**config.mk**
```make
export PLATFORM = sky130hd
export DESIGN_NAME = mac_neuron
export DESIGN_NICKNAME = d
export VERILOG_FILES = /design/src/rtl/mac_neuron_pkg.sv /design/src/rtl/mac_neuron_fxp_mul.sv /design/src/rtl/mac_neuron.sv
export SDC_FILE = /design/constraint.sdc
export NUM_CORES = 1
export LEC_CHECK = 0
export CAP_MARGIN = 20
export CORE_UTILIZATION = 51
export CTS_BUF_LIST = sky130_fd_sc_hd__clkbuf_4 sky130_fd_sc_hd__clkbuf_8 sky130_fd_sc_hd__clkbuf_16
export DETAILED_ROUTE_END_ITERATION = 12
export HOLD_SLACK_MARGIN = 0.05
export MAX_ROUTING_LAYER = met4
export PLACE_DENSITY = 0.76
export SYNTH_ARGS = -nofsm -noshare
export SYNTH_HDL_FRONTEND = slang
export SYNTH_SLANG_ARGS = --single-unit
```
**constraint.sdc**
```tcl
create_clock -name clk -period 8.4 [get_ports clk]
set_input_delay 1.68 -clock clk [delete_from_list [all_inputs] [get_ports clk]]
set_output_delay 1.68 -clock clk [all_outputs]
set_load 0.02 [all_outputs]
```
**src/rtl/mac_neuron_pkg.sv**
```systemverilog
// rtl/mac_neuron_pkg.sv - shared pipeline types and helpers for the neuron stages
package mac_neuron_pkg;

  typedef enum logic {
    ST_ACC  = 1'b0,
    ST_EMIT = 1'b1
  } state_e;

  // Counter width for K terms; a single-term neuron still needs one bit.
  function automatic int cnt_w(input int k);
    return (k <= 2) ? 1 : $clog2(k);
  endfunction

endpackage

```
**src/rtl/mac_neuron_fxp_mul.sv**
```systemverilog
// rtl/mac_neuron_fxp_mul.sv - signed fixed-point multiply, floor-rescaled and truncated to N bits
module fxp_mul #(
  parameter int N    = 8,
  parameter int FRAC = 4
) (
  input  logic [N-1:0] w_i,
  input  logic [N-1:0] a_i,
  output logic [N-1:0] p_o
);

  logic signed [2*N-1:0] prod;
  logic signed [2*N-1:0] scaled;

  // Arithmetic shift rounds toward -inf, which is the intended rescale.
  assign prod   = $signed(w_i) * $signed(a_i);
  assign scaled = prod >>> FRAC;
  assign p_o    = scaled[N-1:0];

endmodule

```
**src/rtl/mac_neuron.sv**
```systemverilog
// rtl/mac_neuron.sv - K-term MAC neuron emitting the masked pre-activation x - r1
module mac_neuron
  import mac_neuron_pkg::*;
#(
  parameter int N    = 8,
  parameter int K    = 4,
  parameter int FRAC = 4
) (
  input  logic           clk,
  input  logic           rst,
  input  logic [2*N-1:0] g_input,
  input  logic [N-1:0]   e_input,
  input  logic           e_valid,
  output logic [N-1:0]   o,
  output logic           o_valid
);

  localparam int CNT_W = cnt_w(K);
  localparam logic [CNT_W-1:0] CNT_LAST = CNT_W'(K - 1);

  state_e           state_q;
  logic [CNT_W-1:0] cnt_q;
  logic [N-1:0]     acc_q;
  logic [N-1:0]     acc_d;
  logic [N-1:0]     o_q;
  logic             o_valid_q;
  logic [N-1:0]     w;
  logic [N-1:0]     r1;
  logic [N-1:0]     p;

  assign w  = g_input[2*N-1:N];
  assign r1 = g_input[N-1:0];

  fxp_mul #(
    .N    (N),
    .FRAC (FRAC)
  ) u_mul (
    .w_i (w),
    .a_i (e_input),
    .p_o (p)
  );

  assign acc_d = acc_q + p;

  always_ff @(posedge clk) begin
    if (rst) begin
      state_q   <= ST_ACC;
      cnt_q     <= '0;
      acc_q     <= '0;
      o_q       <= '0;
      o_valid_q <= 1'b0;
    end else begin
      case (state_q)
        ST_ACC: begin
          o_valid_q <= 1'b0;
          if (e_valid) begin
            if (cnt_q == CNT_LAST) begin
              o_q       <= acc_d - r1;
              acc_q     <= '0;
              cnt_q     <= '0;
              o_valid_q <= 1'b1;
              state_q   <= ST_EMIT;
            end else begin
              acc_q <= acc_d;
              cnt_q <= cnt_q + CNT_W'(1);
            end
          end
        end
        // One-cycle bubble: any term offered here is dropped.
        ST_EMIT: begin
          o_valid_q <= 1'b0;
          state_q   <= ST_ACC;
        end
        default: begin
          o_valid_q <= 1'b0;
          state_q   <= ST_ACC;
        end
      endcase
    end
  end

  assign o       = o_q;
  assign o_valid = o_valid_q;

endmodule
```
Yosys cells after proc, flatten, opt, wreduce, memory -nomap -nowiden
Index checks and enable logic that the tools add are counted.
{ "totals": {"in_bits": 27, "ff_bits": 19, "out_inout_bits": 9, "wordCells": 17} }
{ "classes": {"n_addsub": 3, "muxes": 5, "n_reduce_logical": 2, "multipliers": 1, "n_eq_ne": 1, "bitwise": 1} }
{ "op_table": {"columns": ["op", "count"], "rows": [
  ["8-bit by 8-bit multiplier with 12-bit output", 1],
  ["8-bit adder", 1],
  ["8-bit 2-to-1 mux", 1],
  ["8-bit subtractor", 1],
  ["3-bit AND reduction", 1],
  ["2-bit by 1-bit adder with 2-bit output, second input constant", 1],
  ["2-bit equality test, second input constant", 1],
  ["1-bit 2-to-1 mux", 2],
  ["2-bit 2-to-1 mux", 1],
  ["1-bit case mux with 2 select lines", 1],
  ["2-bit AND reduction", 1],
  ["1-bit NOT", 1]
]} }

Depth between registers and ports, before layout
{ "depth": {"word_depth": 4, "ltp_mapped": 31, "ltp_nobuf": 30} }

Hierarchy
A second synthesis with hierarchy kept.
{ "unflattened": {"hier_cells": 370, "area_unflattened_um2": 3133.0} }
{ "modules_own_cells": {"columns": ["mod", "seq_area_each_um2", "area_each_um2", "n_inst", "cells_each"], "rows": [
  ["fxp_mul", 0.0, 1814.2, 1, 214],
  ["mac_neuron", 380.4, 1318.8, 1, 156]
]} }

Worst setup path before layout
OpenSTA, ideal clock, no wires.
{ "synth_path": {"path_kind": "input to register", "startpoint": "input e_input[4]", "endpoint": "register o_q[7], in the netlist o[7]", "path_buffers": 1, "t_arrival_ns": 6.836, "setup_ns": 0.128, "setup_slack_ns": 1.437, "stages": 25, "required_ns": 8.272, "path_cell_list": "buf_4 > and2_1 > fa_1 > inv_1 > fa_1 > inv_1 > fa_1 > inv_1 > fa_1 > inv_1 > ha_1 > a21oi_1 > xnor2_1 > ha_1 > and3_1 > a2111oi_2 > xnor2_1 > ha_1 > nor3_1 > nor2_1 > o41ai_1 > xor2_1 > xnor2_1 > mux2i_1 > nor2_1"} }
{ "synth_via": {"elab_chain_len": 3} }
{ "synth_lines": {"columns": ["element", "line_no", "text"], "rows": [
  ["start: declaration", "mac_neuron.sv:12", "input logic [N-1:0] e_input,"],
  ["8-bit by 8-bit multiplier with 12-bit output", "mac_neuron_fxp_mul.sv:15", "assign prod = $signed(w_i) * $signed(a_i);"],
  ["8-bit adder", "mac_neuron.sv:43", "assign acc_d = acc_q + p;"],
  ["8-bit subtractor", "mac_neuron.sv:58", "o_q <= acc_d - r1;"],
  ["end signal: assignment", "mac_neuron.sv:58", null],
  ["end: declaration", "mac_neuron.sv:25", "logic [N-1:0] o_q;"]
]} }
No other way between the ends.
A chain may end at the register's enable or synchronous reset.

Final worst setup path
{ "layout_path": {"startpoint": "input e_input[3]", "endpoint": "register o_q[7], in the netlist o[7]"} }
The elaborated chain is that of the path after synthesis.

==> impl_results.md <==
- Outcome: finished, final reports clean
- CTS root buf: clkbuf_8
- R2R setup slack: 5.31 ns
- Sequential share of power: 8.2%
- Tcrit/Tclk final: 90.1%
- Final Max Tran Viols: 0
- CP Launch Type: input pin
- Compound-Gate Fraction of Synth Area: 8.49%
- Post-DP HPWL: 4.96 mm
- Diodes inserted: 0
- LEAKAGE: 1.74 nW
- Final setup fails: 0
- Layout Skew: 0.00244 ns
- Post-layout min period: 7.57 ns
- DIE HEIGHT: 79.5 microns
- Routed vias: 2309
- Final wirelength: 5.85 mm
- Synth Area in XOR/XNOR: 9.71%
- First DRT Iteration DRCs: 85
- Clock share of power: 4.8%
- Pre-antenna DRT Iters: 4
- TritonCTS clock tree: done
- RSZ-0062 raised after global routing: false
- H-tree levels: 1
- Num rows: 27
- Syn_area_per_cell: 8.56 sq um
- Post-CTS Setup Repair Bufs: 0
- Clock sink total: 19
- Worst path required time: 8.52 ns
- Yosys warns: 0
- Reg clk slew, reported paths: 0.07 ns
- Synth Cell Area: 0.00307 sq mm
- Area leader, netlist: fa_1
- Setup TNS: 0 ns
- Power Density: 400 mW/mm^2
- Fmax: 132 MHz
- Final setup margin: 0.830 ns
- Register area share after synthesis: 12.4%
- Die Width: 79.5 microns
- Syn Nets: 461
- Max Cap Viol: 0
- Post-CTS Hold Buffers: 0
- Largest family of logic cells by synthesized area: adder cells
- Number of CTS-inserted buffers: 3
- Post-CTS sizing: 0
- Grt ovf: 0
- Via density: 5.00
- Worst EP arrival: 7.69 ns
- Net Sw Frac: 47.7%
- Fillers: 505
- Wirelength per Cell: 12.7 microns
- Hold Path Origin: cnt_q[1]$_SDFFE_PP0P_
- Clock Latency Late Sink: 0.26 ns
- Initial antenna violation count: 0
- Peak supply drop: 418 uV
- CP Capture Type: flip-flop
- Post-synth EDFFs: 0
- HP Class: reg -> reg
- FFs w/ async S/R, synth: 0%
- Buffers on Ports: 35
- Number of global-route vias before repair: 2433
- Worst Setup SP: e_input[3]
- Final Hold Vio Count: 0
- DRC: 0
- Largest net degree at the start of global routing: 20
- Adder-cell share of the synthesized area: 40.3%
- Post-synth top area share: 24.8%
- Synth cell count leaders: inv_1, fa_1, ha_1
- Routability cong.: 0.835
- FF+latch area: 380 sq um
- Full die area: 0.00633 sq mm
- Launch point of the worst reg-to-reg path: acc_q[0]$_SDFFE_PP0P_
- Post-synthesis cell count: 358
- Post-route ant nets: 0
- Initial Util: 54.3%
- NumNets Final: 494
- Relative slew slack: 54.6%
- First-pass GRT wire length: 10.7 mm
- Layout cells sized above 1: 2.82%
- Multiplexer area fraction after synthesis: 0.653%
- Worst Path Class, Setup: in -> reg
- Post-synth top flop: dfxtp_1
- Core area: 0.00564 sq mm
- I/O pins: 36
- Crit Path Max Fanout: 9
- Synth-to-Final Area Change: 14.2%
- Simple-gate area share of the yosys netlist: 17.9%
- CTS max path bufs: 2
- Net Sw Power: 669 uW
- Internal power: 732 uW
- Worst-margin pin slew: 0.679 ns
- Gate power share: 87.0%
- Yosys reg bits: 19
- Multi-input gate area: 0.00236 sq mm
- Most common cell in the netlist: inv_1
- Total track usage: 22.3%
- Pre-CTS setup slack: 0.601 ns
- Area contributors post-synth: fa_1, ha_1, dfxtp_1, inv_1, xnor2_1
- Synth unique cells: 35
[worst max-delay path, stage by stage]
cell and delay, ns:
clkdlybuf4s50_1 0.56, and2_2 0.26, fa_1 0.51, inv_1 0.05
fa_1 0.49, inv_1 0.06, fa_1 0.53, inv_1 0.05
fa_1 0.53, inv_1 0.04, ha_1 0.33, a21oi_1 0.22
xnor2_1 0.16, ha_1 0.28, and3_1 0.16, a2111oi_2 0.44
xnor2_1 0.15, ha_1 0.23, o41ai_1 0.47, xor2_1 0.21
xnor2_1 0.08, mux2i_1 0.13, nor2_1 0.05
[cell families after synthesis]
group           Yosys count
compound gates           41
xor+xnor                 29
fa+ha+maj                76
buf+inv                  79
flops                    19
mux                       2
simple gates            112
[through the flow]
| stage | power, mW | util [%] | hold WS, ns | instance area (sq um) | cells |
|---|---|---|---|---|---|
| 6_report | 1.40 | 62.1 | 0.468 | 3500 | 462 |
| 5_1_grt | 1.57 | 62.1 | 0.492 | 3500 | 462 |
| 2_1_floorplan | 1.11 | - | 0.439 | 3070 | 358 |
| 4_1_cts | 1.41 | 62.1 | 0.472 | 3500 | 462 |
| 3_3_place_gp | 1.27 | 61.2 | 0.447 | 3450 | 458 |
| 3_5_place_dp | 1.31 | 61.2 | 0.462 | 3450 | 458 |
[routing by layer]
metal | vias to the layer above | GRT usage [%] | part of all wire (%)
met2 | 52 | 40.8 | 51
met5 | - | - | 0
met1 | 1080 | 26.7 | 45
met4 | 0 | 5.27 | 1.1
met3 | 8 | 1.37 | 3.6
li1 | 1169 | - | -
[layout make-up]
cell class / instances / area share [%]
Inverter: 72 / 7.72
Multi-Input combinational cell: 260 / 67.5
Clock buffer: 4 / 1.39
Timing Repair Buffer: 35 / 10.0
Sequential cell: 19 / 10.9
Tap cell: 72 / 2.57
[power by group through the flow]
| stage | sequential, mW | combinational (mW) | clock [mW] |
|---|---|---|---|
| after floorplan | 0.117 | 0.994 | 0 |
| after global placement | 0.116 | 1.16 | 0 |
| after detailed placement | 0.117 | 1.20 | 0 |
| after CTS | 0.115 | 1.23 | 0.0689 |
| after global routing | 0.117 | 1.38 | 0.0721 |
| final | 0.115 | 1.22 | 0.0667 |
[cells in the final DEF (no fill, tap or decap)]
| cell | n |
|---|---|
| a2111oi_2 | 1 |
| a21o_1 | 7 |
| a21oi_1 | 19 |
| a22oi_1 | 5 |
| and2_1 | 24 |
| and2_2 | 4 |
| and3_1 | 5 |
| clkbuf_4 | 1 |
| clkbuf_8 | 3 |
| clkdlybuf4s50_1 | 35 |
| dfxtp_1 | 19 |
| fa_1 | 38 |
| ha_1 | 38 |
| inv_1 | 72 |
| mux2i_1 | 2 |
| nand2_1 | 28 |
| nand2b_1 | 3 |
| nor2_1 | 34 |
| nor2b_1 | 4 |
| nor3_1 | 5 |
| o21a_1 | 2 |
| o21ai_0 | 4 |
| o21bai_1 | 1 |
| o41ai_1 | 2 |
| or2_2 | 1 |
| or2b_1 | 3 |
| or3_1 | 1 |
| xnor2_1 | 20 |
| xnor3_1 | 1 |
| xnor3_2 | 1 |
| xor2_1 | 6 |
| xor3_1 | 1 |
[flip-flops by register name (all words and copies together), names as in the netlist]
register	flops
o_valid	1
cnt_q	2
acc_q	8
o	8
[path summary, 6_finish.rpt]
path                            cells after the start               endpoint
worst min-delay path                                2  cnt_q[1]$_SDFFE_PP0P_
worst min register to register                      2  cnt_q[1]$_SDFFE_PP0P_
worst max-delay path                               23      o[7]$_SDFFE_PP0P_
worst max register to register                     15      o[7]$_SDFFE_PP0P_
No activity file was read; power rests on OpenSTA's default activity.
